**config.mk**
```make
export PLATFORM = sky130hd
export DESIGN_NAME = axis_sample_fifo
export DESIGN_NICKNAME = d
export VERILOG_FILES = /design/src/rtl/axis_sample_fifo.sv
export SDC_FILE = /design/constraint.sdc
export NUM_CORES = 1
export LEC_CHECK = 0
export CORE_MARGIN = 2
export CORE_UTILIZATION = 62
export DETAILED_ROUTE_END_ITERATION = 16
export MAX_ROUTING_LAYER = met4
export PLACE_DENSITY = 0.86
export SYNTH_ARGS = -nofsm -noshare
export SYNTH_HDL_FRONTEND = slang
export SYNTH_SLANG_ARGS = --single-unit
```
**constraint.sdc**
```tcl
create_clock -name clk -period 7.9 [get_ports clk]
set_input_delay 0.79 -clock clk [delete_from_list [all_inputs] [get_ports clk]]
set_output_delay 0.79 -clock clk [all_outputs]
set_load 0.05 [all_outputs]
```
**src/rtl/axis_sample_fifo.sv**
```systemverilog
// axis_sample_fifo: buffers signed ADC samples and presents them as an AXI4-Stream master.
//
// Ports:
//   clk, rst_n        clock and synchronous active-low reset
//   enable            gates adc_valid (no write, no drop accounting when low)
//   flush             synchronous clear of FIFO contents and frame counter
//   adc_valid/data    one-cycle sample strobe from a source without backpressure
//   m_axis_t*         first-word fall-through stream output, tlast every FRAME_LEN words
//   fill_level        entries currently stored (0..DEPTH)
//   overflow          sticky flag, set whenever a sample is dropped
//   overflow_clr      clears overflow and drop_count
//   drop_count        saturating count of dropped samples
module axis_sample_fifo #(
    parameter int DATA_WIDTH     = 24,
    parameter int DEPTH          = 16,
    parameter int FRAME_LEN      = 8,
    parameter int DROP_CNT_WIDTH = 16
) (
    input  logic                      clk,
    input  logic                      rst_n,
    input  logic                      enable,
    input  logic                      flush,
    input  logic                      adc_valid,
    input  logic [DATA_WIDTH-1:0]     adc_data,
    output logic                      m_axis_tvalid,
    input  logic                      m_axis_tready,
    output logic                      m_axis_tlast,
    output logic [DATA_WIDTH-1:0]     m_axis_tdata,
    output logic [$clog2(DEPTH):0]    fill_level,
    output logic                      overflow,
    input  logic                      overflow_clr,
    output logic [DROP_CNT_WIDTH-1:0] drop_count
);
    localparam int AW = $clog2(DEPTH);
    localparam int FW = $clog2(FRAME_LEN + 1);

    logic [DATA_WIDTH-1:0]     mem_q [DEPTH];
    logic [AW-1:0]             wr_ptr_q, wr_ptr_d, rd_ptr_q, rd_ptr_d;
    logic [AW:0]               count_q, count_d;
    logic [FW-1:0]             frame_q, frame_d;
    logic                      overflow_q, overflow_d;
    logic [DROP_CNT_WIDTH-1:0] drop_q, drop_d;
    logic                      full, empty, accept, wr_en, drop, hs, last;

    always_comb begin
        full       = count_q == (AW+1)'(DEPTH);
        empty      = count_q == '0;
        // A sample arriving during flush is discarded silently, never counted as a drop.
        accept     = enable & adc_valid & ~flush;
        // Fullness is judged before any same-cycle read, so a full FIFO drops even while draining.
        wr_en      = accept & ~full;
        drop       = accept & full;
        hs         = ~empty & m_axis_tready;
        last       = ~empty & (frame_q == FW'(FRAME_LEN - 1));
        wr_ptr_d   = flush ? '0 : wr_ptr_q + AW'(wr_en);
        rd_ptr_d   = flush ? '0 : rd_ptr_q + AW'(hs);
        count_d    = flush ? '0 : count_q + (AW+1)'(wr_en) - (AW+1)'(hs);
        frame_d    = flush ? '0 : !hs ? frame_q : last ? '0 : frame_q + FW'(1);
        // A drop in the same cycle as overflow_clr wins: the counter restarts at one.
        overflow_d = drop | (overflow_q & ~overflow_clr);
        drop_d     = drop ? (overflow_clr ? DROP_CNT_WIDTH'(1) : &drop_q ? drop_q : drop_q + DROP_CNT_WIDTH'(1))
                          : overflow_clr ? '0 : drop_q;
    end

    always_ff @(posedge clk) begin
        if (!rst_n) begin
            wr_ptr_q   <= '0;
            rd_ptr_q   <= '0;
            count_q    <= '0;
            frame_q    <= '0;
            overflow_q <= 1'b0;
            drop_q     <= '0;
        end else begin
            wr_ptr_q   <= wr_ptr_d;
            rd_ptr_q   <= rd_ptr_d;
            count_q    <= count_d;
            frame_q    <= frame_d;
            overflow_q <= overflow_d;
            drop_q     <= drop_d;
        end
    end

    // Storage is deliberately not reset; tdata is only meaningful while tvalid is high.
    always_ff @(posedge clk) begin
        if (rst_n && wr_en) mem_q[wr_ptr_q] <= adc_data;
    end

    assign m_axis_tvalid = ~empty;
    assign m_axis_tdata  = mem_q[rd_ptr_q];
    assign m_axis_tlast  = last;
    assign fill_level    = count_q;
    assign overflow      = overflow_q;
    assign drop_count    = drop_q;
endmodule

```
==> impl_results.md <==
* CTS tree: yes
* Syn Inst Count at 755
* Post-DP HPWL at 18500 µm
* Clock Path Buffers at 3
* Largest net degree at the start of global routing at 75
* Die width at 166 µm
* M3 GR Usage at 0.0548
* Synth warnings at 0
* Vias in the first global route at 8499
* Sum of buffers and inverters on the critical path at 2
* Max FO, Critical Path at 43
* Clock Root Buffer: clkbuf_16
* Most frequent cells in the layout: 384 x edfxtp_1, 118 x mux4_2, 78 x clkdlybuf4s50_1, 43 x clkbuf_16, 31 x dfxtp_1
* Seq cells post-synth at 418
* Part of the power in registers at 0.487
* Maxcap violations at 0
* First DRT Iteration DRCs at 977
* Top_reg_cell synth: edfxtp_1
* Slew @ Worst Pin at 1.28 ns
* Gpl congestion at 0.806
* Mapped cell area at 16300 µm²
* CP cell instances: buf_4 > mux4_2 > mux4_2 > clkdlybuf4s50_1
* H-Tree Depth at 2
* Final setup viols at 0
* Starting density of the core at 0.628
* Seq/Total Area, Yosys at 0.748
* First-pass GRT wire length at 53400 µm
* Switch Pwr at 1.17 mW
* Gr busiest metal: met2
* Worst path arrival time at 4.02 ns
* Setup crit start kind: flop
* Switch share at 0.231
* Mean Syn Cell Area at 21.6 µm²
* Core area at 26000 µm²
* Top post-synthesis cells by area: edfxtp_1 71%, mux4_2 16%, dfxtp_1 4.2%
* Cell-internal power at 3.89 mW
* Cell taking the most area after synthesis: edfxtp_1
* Vias at 8084
* R2R Setup Slk at 4.62 ns
* Worst Setup Slack post-DPL at 3.51 ns
* Setup TNS at 0 ns
* PnR worst setup slack at 3.09 ns
* Hold-fix buffer count after cts at 0
* Most Frequent Cell on Critical Path: mux4_2
* Skew-Pair Late Insertion Delay at 0.54 ns
* Slowest stage delay, CP at 0.83 ns
* Area of the multi-input gates at 3880 µm²
* Hold Crit Depth at 2
* CTS Buf Count at 41
* Worst r2r dst: fill_level[4]$_SDFF_PP0_
* Critical path's slowest cell: dfxtp_4
* Clock Power Share at 0.397
* Worst vdd ir at 0.298 mV
* Synth top area share at 0.707
* Slew HR at 0.140
* Layout net count at 904
* EDFF count, synth at 384
* CP required at 7.11 ns
* GR Layer Usage met2 at 0.450
* Crit path kind: flop to output pin
* Syn nets at 799
* I/O Pins at 79
* Period minus WS final at 4.81 ns
* Static leakage at 5.84 nW
* Die boundary height at 166 µm
* Fillers at 1452
* Die area at 27600 µm²
* Area growth, synth to finish at 15.7%
* Port Buf Inserts at 78
* DRC at 0
* Worst Skew at 0.0198 ns
* Final WL at 35700 µm
* Power Density at 268 nW/µm²
* Hold Path Sink: frame_q[1]$_SDFFE_PP0P_
* Max-slew violations at 0
* Post-route clock period utilization at 0.609
* Status: completed
* Finished Core Util at 0.727
* Grt ovf at 0
* Register area at 12200 µm²
* Row cnt at 59
* Ys async rst share at 0
* Commonest non-fill, non-tap cell in the layout: edfxtp_1
* Fraction of layout instances using a drive strength above 1 at 0.250
* Total track usage at 0.274
* Antenna violations before repair at 0
* WL/cell at 29.1 µm
* CTS clk-pin slew, worst paths at 0.06 ns
* Ant. Diodes at 0
* Final ANT Viol Nets at 0
* Worst Hold Class: flop to flop
* Cell class contributing the biggest share of worst-path delay: buffers and inverters
* Setup bufs post-CTS at 0
* Synth cell types at 52
* GR Util met1 at 0.350
* Logic pwr share at 0.115
* First-pass DRT Iterations at 5
* Cts repair resizes at 0
* Final Hold Violating Endpoints at 0
* Reg2reg path depth at 13
* FMAX at 208 MHz
* HP Start: frame_q[1]$_SDFFE_PP0P_
* RSZ-0062 raised after global routing: false
* Crit end category: output pin
* Clk sinks at 418
* Via-per-instance ratio at 6.58
* Reg-to-Reg Start: fill_level[3]$_SDFF_PP0_
==> sequential cells by signal, indices dropped and copies added, names as in the netlist <==
register and cells:
rd_ptr_q 4, frame_q 4, overflow 1, drop_count 16
mem_q 384, fill_level 5, wr_ptr_q 4
==> metal layers <==
metal	wire (µm)	vias to the layer above	share of wire
met1	13200	4149	0.37
met5	0	-	0
met4	981	0	0.027
li1	-	3388	-
met2	18700	470	0.52
met3	2910	77	0.081
==> final cells by class <==
cell class | instances | share of cell area
well taps | 335 | 0.0222
clock buffers | 50 | 0.0584
repair buffers | 98 | 0.0493
multi-input cells | 288 | 0.205
clock inverters | 26 | 0.0149
inverters | 13 | 0.00258
flip-flops and latches | 418 | 0.647
==> power groups by stage <==
stage | registers [mW] | clock network (mW) | logic (mW)
floorplan | 2.52 | 0 | 0.435
global placement | 2.51 | 0 | 0.567
detailed placement | 2.51 | 0 | 0.582
CTS | 2.47 | 2.04 | 0.590
global route | 2.47 | 2.11 | 0.623
finish | 2.47 | 2.01 | 0.584
==> synthesized netlist by cell type (all sizes together) (2+ instances only) <==
| cell type | n |
|---|---|
| o31ai | 5 |
| xor2 | 4 |
| and2 | 8 |
| xnor2 | 4 |
| nand4 | 7 |
| nor4 | 2 |
| a21oi | 14 |
| a31oi | 4 |
| ha | 12 |
| mux2i | 2 |
| edfxtp | 384 |
| dfxtp | 34 |
| inv | 13 |
| nand2b | 4 |
| and3 | 4 |
| nand2 | 8 |
| nand3b | 2 |
| nor3 | 12 |
| clkbuf | 18 |
| or3b | 2 |
| nand3 | 10 |
| mux4 | 120 |
| or3 | 3 |
| buf | 18 |
| and3b | 2 |
| nor2 | 28 |
| o21ai | 5 |
| nor2b | 3 |
| or4 | 5 |
| and4 | 4 |
==> kinds of logic (layout without fill, tap and decap cells) <==
family	after synthesis	count (layout)	synth area share
buffers and inverters	49	187	0.0171
adder cells (fa/ha/maj)	13	13	0.0104
AO/OA/AOI/OAI	36	36	0.0139
flip-flops	418	418	0.748
AND/OR/NAND/NOR	109	109	0.0388
multiplexers	122	122	0.167
XOR/XNOR	8	8	0.00429
==> worst reg2reg max path: stages (launching register included) <==
cell and delay, ns:
dfxtp_1 0.33, inv_1 0.09, ha_1 0.17, or4b_2 0.69, nand2_1 0.16, inv_1 0.09, ha_1 0.28, inv_1 0.04
ha_1 0.20, fa_1 0.44, a21oi_1 0.16, nor2_1 0.06, or3_1 0.34, a21oi_1 0.15
==> through the flow <==
step / hold slack, ns / power, mW / instance area [µm²] / instances
6_report: 0.497 / 5.06 / 18900 / 1228
2_1_floorplan: 0.449 / 2.96 / 16300 / 755
5_1_grt: 0.525 / 5.20 / 18900 / 1228
4_1_cts: 0.502 / 5.10 / 18900 / 1228
3_3_place_gp: 0.461 / 3.08 / 17500 / 1152
3_5_place_dp: 0.494 / 3.10 / 17500 / 1152
==> how the worst max path moves through the flow <==
stage / cells after the start / start / slack [ns] / endpoint
6_report: 4 / rd_ptr_q[0]$_SDFF_PP0_ / 3.09 / m_axis_tdata[8]
5_1_grt: 4 / rd_ptr_q[0]$_SDFF_PP0_ / 2.79 / m_axis_tdata[8]
4_1_cts: 4 / rd_ptr_q[0]$_SDFF_PP0_ / 2.97 / m_axis_tdata[4]
3_5_place_dp: 4 / rd_ptr_q[0]$_SDFF_PP0_ / 3.51 / m_axis_tdata[6]
3_3_place_gp: 4 / rd_ptr_q[0]$_SDFF_PP0_ / 3.61 / m_axis_tdata[6]
2_1_floorplan: 5 / flush / 4.02 / mem_q[2][0]$_DFFE_PP_
(Power assumes the default switching activity.)
